## config.mk

```make
export PLATFORM = sky130hd
export DESIGN_NAME = arbitro_multiplicador
export DESIGN_NICKNAME = d
export VERILOG_FILES = /design/src/rtl/arbitro_pkg.sv /design/src/rtl/arbitro_rr.sv /design/src/rtl/arbitro_multiplicador.sv
export SDC_FILE = /design/constraint.sdc
export NUM_CORES = 1
export LEC_CHECK = 0
export BUFFER_PORTS_ARGS = -buffer_cell sky130_fd_sc_hd__buf_2
export CAP_MARGIN = 20
export CORE_MARGIN = 2
export CORE_UTILIZATION = 49
export DETAILED_ROUTE_END_ITERATION = 6
export MAX_ROUTING_LAYER = met4
export PLACE_DENSITY = 0.76
export SETUP_SLACK_MARGIN = 0.02
export SYNTH_ARGS = -nofsm -noshare
export SYNTH_HDL_FRONTEND = slang
export SYNTH_SLANG_ARGS = --single-unit
```

## constraint.sdc

```tcl
create_clock -name clk -period 3.01 [get_ports clk]
set_input_delay 0.301 -clock clk [delete_from_list [all_inputs] [get_ports clk]]
set_output_delay 0.301 -clock clk [all_outputs]
set_load 0.03 [all_outputs]
```

## src/rtl/arbitro_pkg.sv

```systemverilog
// arbitro_pkg: shared state encoding, default widths and watchdog limit for the multiplier arbiter
package arbitro_pkg;
  typedef enum logic [1:0] {IDLE, ARRANQUE, ESPERA} estado_t;
  localparam int DEF_NUM_BITS = 3;
  localparam int DEF_NUM_REQ = 4;
  function automatic int max_ciclos(input int num_bits);
    return 4 * num_bits + 8;
  endfunction
endpackage

```

## src/rtl/arbitro_rr.sv

```systemverilog
// arbitro_rr: combinational round-robin grant searching upward from ptr+1
module arbitro_rr #(
  parameter int NUM_REQ = 4,
  parameter int IW = $clog2(NUM_REQ)
) (
  input  logic [NUM_REQ-1:0] req,
  input  logic [IW-1:0]      ptr,
  output logic [NUM_REQ-1:0] grant,
  output logic [IW-1:0]      idx
);
  logic [IW-1:0] c;
  // scan farthest offset first so the nearest requester after ptr wins
  always_comb begin
    idx = '0;
    c = '0;
    for (int k = NUM_REQ; k >= 1; k--) begin
      c = IW'((int'(ptr) + k) % NUM_REQ);
      if (req[c]) idx = c;
    end
  end
  assign grant = (|req) ? (NUM_REQ'(1) << idx) : '0;
endmodule

```

## src/rtl/arbitro_multiplicador.sv

```systemverilog
// arbitro_multiplicador: round-robin sharing of one sequential multiplier with Fin-edge detection and watchdog
module arbitro_multiplicador
  import arbitro_pkg::*;
#(
  parameter int NUM_BITS = DEF_NUM_BITS,
  parameter int NUM_REQ = DEF_NUM_REQ,
  parameter int MAX_CICLOS = max_ciclos(NUM_BITS)
) (
  input  logic                    clk,
  input  logic                    reset,
  input  logic [NUM_REQ-1:0]      req,
  input  logic [NUM_REQ*NUM_BITS-1:0] multiplicando_in,
  input  logic [NUM_REQ*NUM_BITS-1:0] multiplicador_in,
  output logic [NUM_REQ-1:0]      ack,
  output logic [NUM_REQ-1:0]      valido,
  output logic                    error,
  output logic [2*NUM_BITS-1:0]   resultado_out,
  output logic                    ocupado,
  output logic [NUM_BITS-1:0]     m_multiplicando,
  output logic [NUM_BITS-1:0]     m_multiplicador,
  output logic                    m_start,
  input  logic [2*NUM_BITS-1:0]   m_resultado,
  input  logic                    m_fin
);
  localparam int IW = $clog2(NUM_REQ);
  localparam int CW = $clog2(MAX_CICLOS + 1);
  estado_t estado;
  logic [IW-1:0] ptr, g_idx;
  logic [NUM_REQ-1:0] g_oh;
  logic fin_prev;
  logic [CW-1:0] cnt;
  logic fin_edge, timeout;
  arbitro_rr #(.NUM_REQ(NUM_REQ), .IW(IW)) u_rr (
    .req(req),
    .ptr(ptr),
    .grant(g_oh),
    .idx(g_idx)
  );
  // edge detection keeps a Fin left high by the previous operation from completing this one
  assign fin_edge = m_fin & ~fin_prev;
  assign timeout = (cnt == CW'(MAX_CICLOS - 1));
  always_ff @(posedge clk or posedge reset) begin
    if (reset) begin
      estado <= IDLE;
      ptr <= IW'(NUM_REQ - 1);
      fin_prev <= 1'b0;
      cnt <= '0;
      ack <= '0;
      valido <= '0;
      error <= 1'b0;
      resultado_out <= '0;
      ocupado <= 1'b0;
      m_multiplicando <= '0;
      m_multiplicador <= '0;
      m_start <= 1'b0;
    end else begin
      fin_prev <= m_fin;
      ack <= '0;
      valido <= '0;
      error <= 1'b0;
      m_start <= 1'b0;
      case (estado)
        IDLE: if (|req) begin
          ack <= g_oh;
          ptr <= g_idx;
          m_multiplicando <= multiplicando_in[g_idx*NUM_BITS +: NUM_BITS];
          m_multiplicador <= multiplicador_in[g_idx*NUM_BITS +: NUM_BITS];
          m_start <= 1'b1;
          ocupado <= 1'b1;
          estado <= ARRANQUE;
        end
        ARRANQUE: begin
          cnt <= '0;
          estado <= ESPERA;
        end
        ESPERA: begin
          cnt <= cnt + 1'b1;
          if (fin_edge || timeout) begin
            resultado_out <= fin_edge ? m_resultado : '0;
            error <= ~fin_edge;
            valido <= NUM_REQ'(1) << ptr;
            ocupado <= 1'b0;
            estado <= IDLE;
          end
        end
        default: begin
          ocupado <= 1'b0;
          estado <= IDLE;
        end
      endcase
    end
  end
endmodule

```

# Word-level counts from Yosys, hierarchy flattened
# Index checks and enable logic that the tools add are counted.
[word_totals]
reg_bits = 33
output_inout_bits = 23
elab_cells = 71
[op_classes]
add_sub_neg = 5
multipliers = 1
order_cmp = 4
n_eq_ne = 5
shifts = 4
mux = 28
bitwise = 4
reduce_logical = 8
[ops]
columns = ["cell", "count"]
rows = [
  ["$shiftx A12 B5 Y3", 2],
  ["$mux W4", 4],
  ["$lt A2 B3 Y1 const B", 4],
  ["$mux W2", 6],
  ["$mux W1", 10],
  ["$pmux W5 S2", 1],
  ["$bmux W1 S2", 4],
  ["$shl A1 B2 Y4 const A", 2],
  ["$mux W6", 1],
  ["$pmux W2 S3", 1],
  ["$reduce_and A2 Y1", 3],
  ["$add A5 B1 Y5 const B", 1],
  ["$eq A5 B5 Y1 const B", 1],
  ["$add A2 B1 Y2 const B", 2],
  ["$add A2 B2 Y2 const B", 2],
  ["$mul A2 B2 Y4 const B", 1],
  ["$ne A2 B2 Y1 const B", 2],
  ["$reduce_or A4 Y1", 1],
  ["$not A1 Y1", 3],
  ["$pmux W1 S3", 1],
  ["$reduce_and A3 Y1", 1],
  ["$eq A2 B1 Y1 const B", 1],
  ["$eq A2 B2 Y1 const B", 1],
  ["$logic_not A2 Y1", 1],
  ["other kinds (3)", 3],
]

# Longest topological paths before layout
# Gate-level depths: netlist of the first run.
[logic_depth]
word_depth = 10
depth_mapped = 8

# Modules after synthesis
# Synthesis of the first run repeated with hierarchy kept, for this count alone.
[hier_totals]
cells_unflattened = 140
hier_area_um2 = 1757.9
[modules_own_cells]
columns = ["module", "n_inst", "cells_each", "area_each_um2", "seq_area_each_um2"]
rows = [
  ["arbitro_multiplicador", 1, 107, 1527.7, 828.3],
  ["arbitro_rr", 1, 33, 230.2, 0.0],
]

# Worst setup path after synthesis of the first run
# No wires, ideal clock.
[synth_timing]
path_type = "register to register"
from = "register ptr[0]"
to = "register m_multiplicador[1]"
setup_time_ns = 0.138
arrival_time_ns = 2.152
required_ns = 2.872
slack_ns = 0.720
stages_incl_launch_ff = 9
period_less_slack_ns = 2.290
path_cell_list = "dfstp_2 -> inv_1 -> ha_1 -> and2b_1 -> o221ai_2 -> o221ai_4 -> buf_6 -> mux2i_1 -> o221ai_1"
[synth_via]
elab_chain_cells = 9
word_cells_on_any_way = 18
[synth_lines]
columns = ["element", "line", "source"]
rows = [
  ["start, declared", "arbitro_multiplicador.sv:28", "logic [IW-1:0] ptr, g_idx;"],
  ["start signal, assigned", "arbitro_multiplicador.sv:45", "ptr <= IW'(NUM_REQ - 1);"],
  ["start signal, assigned", "arbitro_multiplicador.sv:65", "ptr <= g_idx;"],
  ["$add A2 B1 Y2", "arbitro_rr.sv:17", "c = IW'((int'(ptr) + k) % NUM_REQ);"],
  ["$bmux W1 S2", "arbitro_rr.sv:18", "if (req[c]) idx = c;"],
  ["$mux W1 (not written as such)", "arbitro_rr.sv:18", ""],
  ["$mux W2 (3 in a row)", "arbitro_rr.sv:18", ""],
  ["$mux W2 *", "arbitro_rr.sv:18", ""],
  ["$mul A2 B2 Y4 *", "arbitro_multiplicador.sv:67", "m_multiplicador <= multiplicador_in[g_idx*NUM_BITS +: NUM_BITS];"],
  ["$shiftx A12 B5 Y3 *", "arbitro_multiplicador.sv:67", ""],
  ["end signal, assigned", "arbitro_multiplicador.sv:67", ""],
  ["end, declared", "arbitro_multiplicador.sv:20", "output logic [NUM_BITS-1:0] m_multiplicador,"],
]
# Every way passes the cells marked *; elsewhere a longest branch is shown, timed or not. The select of a mux whose other input is x is not followed.
# A chain may end at the register's enable or synchronous reset.

# Worst setup path in the final report of the first run
[layout_timing]
from = "register ptr[0]"
to = "register m_multiplicador[2]"
# The elaborated chain is that of the path after synthesis.

==> results of run 1 <==
routing by layer:
metal,global-route usage,part of all wire,up-vias
met2,0.333,0.48,61
met5,-,0,-
li1,-,-,663
met4,0.0669,0.013,0
met3,0.0704,0.072,7
met1,0.219,0.44,619
registers in the layout, indices dropped and copies added (netlist names), 2 cells and up:
name	cells
resultado_out	6
cnt	5
ack	4
valido	4
m_multiplicador	3
m_multiplicando	3
estado	2
ptr	2
power by group:
group / leakage [uW] / internal [uW] / switching (uW)
combinational: 0.000608 / 409 / 683
sequential: 0.000422 / 604 / 96.8
clock: 0.0000265 / 92.9 / 134
total: 0.00106 / 1110 / 914
Yosys cell counts, types with 3 or more instances:
| library cell | number | share of area |
|---|---|---|
| o221ai_1 | 5 | 0.027 |
| nand2_1 | 18 | 0.041 |
| ha_1 | 9 | 0.068 |
| mux2i_1 | 14 | 0.085 |
| nand3_1 | 3 | 0.0091 |
| o21ai_0 | 6 | 0.018 |
| nor2_1 | 10 | 0.023 |
| nand2b_1 | 3 | 0.011 |
| nor3_1 | 3 | 0.0091 |
| a22o_1 | 6 | 0.032 |
| inv_1 | 12 | 0.027 |
| dfrtp_1 | 31 | 0.47 |
cells by family after synthesis:
kind of cell	after synthesis
simple gates	47
flops	33
compound gates	30
mux	16
buf+inv	15
fa+ha+maj	9
per-stage QoR:
step	util	cell area (um^2)	setup slack [ps]	power [uW]
floorplan	-	1650	720	1550
detailed placement	0.605	1990	391	1810
global placement	0.605	1990	567	1760
CTS	0.619	2030	380	2040
global route	0.619	2030	257	2180
finish	0.619	2030	416	2020
cell type report:
type / count / share of cell area
timing repair buffer: 60 / 0.149
tap: 46 / 0.0283
sequential: 33 / 0.407
multi-input combinational: 102 / 0.370
inverter: 12 / 0.0221
clock buffer: 8 / 0.0240
worst register-to-register path, cell delays in order (launching register included):
cell and delay [ps]:
dfstp_2 620, inv_1 110, ha_1 370, and2b_1 250, o221ai_2 140, o221ai_4 540
mux2i_1 300, o221ai_1 150
worst min path at each step:
stage,from,end,slack (ps),cells past startpoint
2_1_floorplan,m_fin,fin_prev$_DFF_PP0_,330,0
3_3_place_gp,reset,valido[3]$_DFF_PP0_,400,3
3_5_place_dp,reset,valido[1]$_DFF_PP0_,420,3
4_1_cts,reset,estado[1]$_DFFE_PP0P_,60,3
5_1_grt,reset,m_multiplicando[2]$_DFFE_PP0P_,70,3
6_report,reset,m_multiplicador[2]$_DFFE_PP0P_,50,3
==> flow_metrics.env, run 1 <==
export IMPL_cts_buffers=5
export IMPL_synth_xor_area_share=0
export IMPL_r2r_cells=7
export IMPL_critPathSlowestCell="dfstp_2"
export IMPL_netlist_area_um2=1650
export IMPL_crit_path_max_incr_delay_ps=620
export IMPL_grt_pass1_wl_um=5310
export IMPL_area_growth_pct=23.7
export IMPL_dp_cells=253
export IMPL_path_clk_slew_ps=90
export IMPL_cts_root_buf="clkbuf_4"
export IMPL_antenna_found_initial=0
export IMPL_crit_path_max_fanout=17
export IMPL_seqCellArea_um2=828
export IMPL_rr_endpoint="m_multiplicador[2]$_DFFE_PP0P_"
export IMPL_fin_skew_ps=8.32
export IMPL_viasPerCell=5.17
export IMPL_yosys_mux_area_fraction=0.0989
export IMPL_final_common_cell="buf_2"
export IMPL_ys_flop_type="dfrtp_1"
export IMPL_r2r_start="ptr[0]$_DFFE_PP1P_"
export IMPL_synth_seq_cells=33
export IMPL_path_buf_inv=1
export IMPL_cts_setup_buffers=0
export IMPL_multi_input_area_um2=752
export IMPL_path_cells="inv_1 -> ha_1 -> and2b_1 -> o221ai_2 -> o221ai_4 -> mux2i_1 -> o221ai_1"
export IMPL_final_max_slew_viol_count=0
export IMPL_clkSinkCount=33
export IMPL_dr_pass1_iters=4
export IMPL_yosys_area_share_adder=0.0684
export IMPL_worst_pin_slew_ps=655
export IMPL_num_rows=21
export IMPL_crit_path_start_kind="flop"
export IMPL_routed_via_count=1350
export IMPL_layout_drive_gt1_share=0.330
export IMPL_drtIter0Drc=51
export IMPL_synth_compound_area_frac=0.154
export IMPL_synth_simple_gate_area_share=0.135
export IMPL_synth_cell_type_count=37
export IMPL_slew_headroom=0.561
export IMPL_core_um2=3280
export IMPL_die_area_um2=3840
export IMPL_synth_nets=196
export IMPL_htreeDepth=2
export IMPL_antenna_left=0
export IMPL_postSynth_asyncResetShare=1.00
export IMPL_netlist_instances=150
export IMPL_finalCritPeriodShare=0.862
export IMPL_ys_warn_count=0
export IMPL_insertedDiodeCount=0
export IMPL_rsz0062_at_grt="no"
export IMPL_final_cell_mix="buf_2 (59), dfrtp_1 (31), nand2_1 (18), mux2i_1 (14), inv_1 (12)"
export IMPL_grt_pass1_vias=1299
export IMPL_track_usage=0.199
export IMPL_hpwl_um=2650
export IMPL_stdcell_count=261
export IMPL_crit_path_end_kind="flop"
export IMPL_crit_path_end="m_multiplicador[2]$_DFFE_PP0P_"
export IMPL_finalNetCount=260
export IMPL_status="complete, no violations"
export IMPL_synth_edf_count=0
export IMPL_synth_top_family_by_area="compound AO/OA/AOI/OAI gates"
export IMPL_critical_path_required_ps=3220
export IMPL_synth_seq_area_share=0.503
export IMPL_post_drt_wl_per_cell_um=12.8
export IMPL_fillerInstances=278
export IMPL_grt_start_max_net_pins=34
export IMPL_r2r_slack_ps=420
export IMPL_overflow=0
export IMPL_cap_violations=0
export IMPL_fin_hold_ws_ps=45.6
export IMPL_worst_ep_arrival_time_ps=2800
export IMPL_wl_um=3340
export IMPL_cts_buffer_depth=2
export IMPL_peakVddDrop_mv=0.574
export IMPL_worst_path_dominant_cell_family="compound AO/OA/AOI/OAI gates"
export IMPL_port_buffers=59
export IMPL_setup_tns_final_ps=0
export IMPL_cts_hold_buf=0
export IMPL_finalHoldViolations=0
export IMPL_startpoint="ptr[0]$_DFFE_PP1P_"
export IMPL_path_class="flop to flop"
export IMPL_place_congestion=0.887
export IMPL_tritoncts="done"
export IMPL_crit_cells=7
export IMPL_cts_resized=0
export IMPL_setup_viol=0
export IMPL_drc=0
export IMPL_fin_crit_ps=2590
export IMPL_hp_class="primary input to async pin"
export IMPL_start_util=0.501
export IMPL_dieHeight_um=61.9
export IMPL_leakage_uw=0.00106
export IMPL_worstSkewPairLatency_ps=330
export IMPL_fmax_mhz=386
export IMPL_io_pins=60
export IMPL_die_w_um=61.9
export IMPL_p_per_area_nw_per_um2=993
export IMPL_synth_avg_cell_area_um2=11.0
(Power assumes the default switching activity.)
==> run 2, diff against run 1 <==
GPL_TIMING_DRIVEN = 0   (was not set)
==> flow_metrics.env, run 2 (synthesis results as in run 1) <==
export IMPL_cts_resized=0
export IMPL_slew_headroom=0.550
export IMPL_path_cells="inv_1 -> ha_1 -> and2b_1 -> o221ai_2 -> o221ai_4 -> buf_6 -> mux2i_1 -> o221ai_1"
export IMPL_dr_pass1_iters=4
export IMPL_largest_register_ffs=6
export IMPL_final_cell_mix="buf_2 (60), dfrtp_1 (31), nand2_1 (18), mux2i_1 (14), inv_1 (12)"
export IMPL_p_per_area_nw_per_um2=1000
export IMPL_layout_drive_gt1_share=0.349
export IMPL_wl_um=3340
export IMPL_p_comb_frac=0.534
export IMPL_path_buf_inv=2
export IMPL_area_growth_pct=27.4
export IMPL_viasPerCell=5.04
export IMPL_track_usage=0.199
export IMPL_regMostFlops="resultado_out"
export IMPL_power_switching_uw=927
export IMPL_stdcell_count=264
export IMPL_multi_input_area_um2=752
export IMPL_crit_path_end_kind="flop"
export IMPL_cts_buffers=5
export IMPL_fmax_mhz=399
export IMPL_swShare=0.442
export IMPL_final_max_slew_viol_count=0
export IMPL_peakVddDrop_mv=0.513
export IMPL_rsz0062_at_grt="no"
export IMPL_core_um2=3280
export IMPL_critPathSlowestCell="dfstp_2"
export IMPL_finalNetCount=263
export IMPL_crit_path_max_fanout=10
export IMPL_antenna_left=0
export IMPL_io_pins=60
export IMPL_insertedDiodeCount=0
export IMPL_fillerInstances=280
export IMPL_hpwl_um=2650
export IMPL_dp_slack_ps=469
export IMPL_cts_buffer_depth=2
export IMPL_status="complete, no violations"
export IMPL_die_w_um=61.9
export IMPL_top_regs="resultado_out (6), cnt (5)"
export IMPL_dp_cells=256
export IMPL_setup_tns_final_ps=0
export IMPL_cap_violations=0
export IMPL_worst_pin_slew_ps=670
export IMPL_p_clk_frac=0.132
export IMPL_num_rows=21
export IMPL_p_seq_frac=0.335
export IMPL_worstSkewPairLatency_ps=320
export IMPL_drtIter0Drc=37
export IMPL_place_congestion=0.737
export IMPL_clkSinkCount=33
export IMPL_internal_power_uw=1170
export IMPL_tritoncts="done"
export IMPL_grt_start_max_net_pins=21
export IMPL_worst_path_dominant_cell_family="flip-flops"
export IMPL_final_common_cell="buf_2"
export IMPL_cts_setup_buffers=0
export IMPL_seqCellArea_um2=828
export IMPL_finalCritPeriodShare=0.833
export IMPL_cts_root_buf="clkbuf_4"
export IMPL_dieHeight_um=61.9
export IMPL_finalHoldViolations=0
export IMPL_grt_pass1_vias=1216
export IMPL_drc=0
export IMPL_overflow=0
export IMPL_crit_path_start_kind="flop"
export IMPL_path_class="flop to flop"
export IMPL_fin_ws_ps=502
export IMPL_cts_hold_buf=0
export IMPL_r2r_slack_ps=500
export IMPL_post_drt_wl_per_cell_um=12.7
export IMPL_fin_crit_ps=2510
export IMPL_routed_via_count=1331
export IMPL_grt_pass1_wl_um=5270
export IMPL_fin_skew_ps=5.88
export IMPL_setup_viol=0
export IMPL_antenna_found_initial=0
export IMPL_worst_ep_arrival_time_ps=2710
export IMPL_die_area_um2=3840
export IMPL_port_buffers=59
export IMPL_htreeDepth=2
export IMPL_hp_class="primary input to async pin"
export IMPL_start_util=0.501
export IMPL_leakage_uw=0.00109
export IMPL_crit_path_max_incr_delay_ps=610
export IMPL_critical_path_required_ps=3210
export IMPL_path_clk_slew_ps=100
run 2: final cells by class:
type / count / share of cell area
Multi-Input combinational cell: 102 / 0.359
Clock inverter: 1 / 0.00239
Timing Repair Buffer: 60 / 0.154
Tap cell: 46 / 0.0275
Buffer: 3 / 0.00955
Clock buffer: 7 / 0.0310
Inverter: 12 / 0.0215
Sequential cell: 33 / 0.395
run 2: power groups by stage:
stage / Combinational [uW] / Sequential [uW] / Clock, uW
2_1_floorplan: 624 / 923 / 0
3_3_place_gp: 1080 / 704 / 0
3_5_place_dp: 1130 / 711 / 0
4_1_cts: 1130 / 705 / 285
5_1_grt: 1230 / 724 / 312
6_report: 1120 / 703 / 276
run 2: worst register-to-register path, cell delays in order (launching register included):
cell,delay [ps]
dfstp_2,610
inv_1,110
ha_1,360
and2b_1,250
o221ai_2,120
o221ai_4,360
buf_6,220
mux2i_1,210
o221ai_1,130
run 2: layer usage:
metal	vias to the layer above	global-route usage	part of all wire
met5	-	-	0
met4	0	0.0547	0.0084
met3	4	0.0766	0.071
met2	61	0.321	0.48
met1	603	0.230	0.44
li1	663	-	-
run 2: metrics by stage:
stage | hold WS (ps) | util | power, uW | cell area [um^2]
final | 37.3 | 0.638 | 2100 | 2100
after global routing | 48.9 | 0.638 | 2270 | 2100
after CTS | 40.1 | 0.638 | 2120 | 2100
after detailed placement | 405 | 0.617 | 1840 | 2030
after global placement | 423 | 0.608 | 1780 | 2000
after floorplan | 332 | - | 1550 | 1650
run 2: path summary, 6_finish.rpt:
path	startpoint	to	cells after the start
worst max-delay path	ptr[0]$_DFFE_PP1P_	m_multiplicando[1]$_DFFE_PP0P_	8
worst min-delay path	reset	m_start$_DFF_PP0_	2
worst max register to register	ptr[0]$_DFFE_PP1P_	m_multiplicando[1]$_DFFE_PP0P_	8
worst min register to register	cnt[4]$_DFFE_PP0P_	cnt[4]$_DFFE_PP0P_	1
max in group asynchronous	reset	resultado_out[4]$_DFFE_PP0P_	3
min in group clk	m_fin	fin_prev$_DFF_PP0_	1
==> run 3, diff against run 2 <==
ABC_AREA = 1   (was not set)
CORE_UTILIZATION = 46   (was 49)
PLACE_DENSITY = 0.73   (was 0.76)
clock period = 2.05 ns   (was 3.01 ns; I/O delays follow)
==> flow_metrics.env, run 3 <==
export IMPL_cts_buffers=5
export IMPL_crit_path_start_kind="flop"
export IMPL_postSynth_asyncResetShare=1.00
export IMPL_insertedDiodeCount=0
export IMPL_synth_largest_area_cell="dfrtp_1"
export IMPL_overflow=0
export IMPL_synth_edf_count=0
export IMPL_fin_skew_ps=3.38
export IMPL_viasPerCell=4.71
export IMPL_grt_pass1_wl_um=6420
export IMPL_r2r_slack_ps=100
export IMPL_final_common_cell="nand2_1"
export IMPL_ys_flop_type="dfrtp_1"
export IMPL_status="complete, no violations"
export IMPL_internal_power_uw=2480
export IMPL_post_drt_wl_per_cell_um=11.3
export IMPL_clkSinkCount=33
export IMPL_synth_cell_type_count=29
export IMPL_regMostFlops="resultado_out"
export IMPL_stdcell_count=363
export IMPL_p_comb_frac=0.649
export IMPL_finalCritPeriodShare=0.952
export IMPL_rsz0062_at_grt="yes"
export IMPL_num_rows=23
export IMPL_tritoncts="done"
export IMPL_setup_viol=0
export IMPL_port_buffers=59
export IMPL_dp_cells=349
export IMPL_path_clk_slew_ps=70
export IMPL_cts_buffer_depth=2
export IMPL_core_um2=3970
export IMPL_p_clk_frac=0.132
export IMPL_critical_path_required_ps=2230
export IMPL_hpwl_um=2980
export IMPL_largest_register_ffs=6
export IMPL_fin_crit_ps=1950
export IMPL_place_congestion=0.794
export IMPL_hp_class="primary input to async pin"
export IMPL_finalNetCount=358
export IMPL_worst_ep_arrival_time_ps=2140
export IMPL_fin_hold_ws_ps=39.4
export IMPL_synth_commonest_cells="nand2_1 (68), inv_1 (34), dfrtp_1 (31)"
export IMPL_worst_pin_slew_ps=757
export IMPL_synth_seq_area_share=0.439
export IMPL_area_growth_pct=32.6
export IMPL_crit_path_max_fanout=5
export IMPL_fmax_mhz=512
export IMPL_leakage_uw=0.00142
export IMPL_dieHeight_um=68.0
export IMPL_grt_start_max_net_pins=19
export IMPL_wl_um=4090
export IMPL_cap_violations=0
export IMPL_track_usage=0.194
export IMPL_top_regs="resultado_out (6), cnt (5)"
export IMPL_drtIter0Drc=128
export IMPL_p_per_area_nw_per_um2=1890
export IMPL_crit_path_end_kind="flop"
export IMPL_final_max_slew_viol_count=0
export IMPL_swShare=0.475
export IMPL_netlist_instances=239
export IMPL_synth_nets=285
export IMPL_path_class="flop to flop"
export IMPL_yosys_top_cells_area="dfrtp_1 (41%), nand2_1 (14%), inv_1 (6.8%), nand3_1 (6.1%), ha_1 (6.0%)"
export IMPL_start_util=0.475
export IMPL_drc=0
export IMPL_dr_pass1_iters=4
export IMPL_cts_root_buf="clkbuf_8"
export IMPL_peakVddDrop_mv=1.12
export IMPL_grt_pass1_vias=1465
export IMPL_power_switching_uw=2240
export IMPL_io_pins=60
export IMPL_synth_avg_cell_area_um2=7.89
export IMPL_htreeDepth=2
export IMPL_die_area_um2=4630
export IMPL_final_cell_mix="nand2_1 (65), buf_2 (60), inv_1 (32), dfrtp_1 (31), nand3_1 (20)"
export IMPL_finalHoldViolations=0
export IMPL_ys_warn_count=0
export IMPL_netlist_area_um2=1890
export IMPL_layout_drive_gt1_share=0.358
export IMPL_synth_seq_cells=33
export IMPL_p_seq_frac=0.219
export IMPL_slew_headroom=0.495
export IMPL_synth_top_area_frac=0.411
export IMPL_antenna_found_initial=0
export IMPL_synth_most_common_cell="nand2_1"
export IMPL_routed_via_count=1708
export IMPL_die_w_um=68.0
export IMPL_antenna_left=0
export IMPL_worstSkewPairLatency_ps=290
## run 3: layout make-up
class | instances | area (um^2)
Buffer | 4 | 35.0
Clock buffer | 7 | 86.3
Clock inverter | 1 | 30.0
Fill cell | 359 | 1470
Inverter | 42 | 173
Multi-Input combinational cell | 159 | 893
Sequential cell | 33 | 828
Tap cell | 50 | 62.6
Timing Repair Buffer | 67 | 393
## run 3: final timing paths
path,from,endpoint,cells after the start
worst min register to register,resultado_out[2]$_DFFE_PP0P_,resultado_out[2]$_DFFE_PP0P_,2
worst max-delay path,ptr[0]$_DFFE_PP1P_,m_multiplicando[0]$_DFFE_PP0P_,16
max in group asynchronous,reset,ptr[0]$_DFFE_PP1P_,3
worst min-delay path,reset,fin_prev$_DFF_PP0_,2
min in group clk,m_fin,fin_prev$_DFF_PP0_,1
worst max register to register,ptr[0]$_DFFE_PP1P_,m_multiplicando[0]$_DFFE_PP0P_,16
## run 3: critical path: stages (launching register included)
cell	delay [ps]
dfstp_2	590
clkinv_4	70
ha_4	300
inv_4	40
nand2_2	70
nand2_2	60
nand2_4	80
nand2_4	50
nand2_4	70
nand2_4	80
buf_4	140
nand2_1	50
nand2_1	50
nand2_1	60
nand2_1	50
nand2_1	50
nand2_1	40
## run 3: cells by family after synthesis
| family | synth area share |
|---|---|
| simple gates | 0.347 |
| compound gates | 0.0438 |
| flops | 0.439 |
| buf+inv | 0.110 |
| fa+ha+maj | 0.0597 |
## run 3: layer usage
layer,global-route usage,part of all wire,up-vias
met3,0.0493,0.060,8
met5,-,0,-
met1,0.235,0.43,768
met4,0.0975,0.021,0
met2,0.301,0.48,49
li1,-,-,883
## run 3: metrics by stage
stage | util | power [uW] | setup slack [ps] | area, um^2 | TNS (ps)
6_report | 0.630 | 4730 | 97.5 | 2500 | 0
5_1_grt | 0.630 | 5120 | -53.5 | 2500 | -168
4_1_cts | 0.607 | 4350 | 21.5 | 2410 | 0
3_5_place_dp | 0.572 | 3650 | -109 | 2270 | -509
3_3_place_gp | 0.565 | 3600 | -94.5 | 2240 | -450
2_1_floorplan | - | 3090 | 47.6 | 1890 | 0
## run 3: what timing repair did
| action | CTS | global route |
|---|---|---|
| resized for setup | 2 | 13 |
| buffers inserted | 1 | 5 |
| setup endpoints to repair | 10 | 10 |
| cloned | 0 | 1 |
| hold buffers | 0 | 0 |
| pin swaps | 0 | 6 |
## run 3: power by group through the flow
stage | Clock [uW] | Combinational, uW | Sequential (uW)
floorplan | 0 | 1740 | 1350
global placement | 0 | 2570 | 1030
detailed placement | 0 | 2610 | 1040
CTS | 641 | 2680 | 1030
global route | 667 | 3390 | 1070
finish | 624 | 3070 | 1030
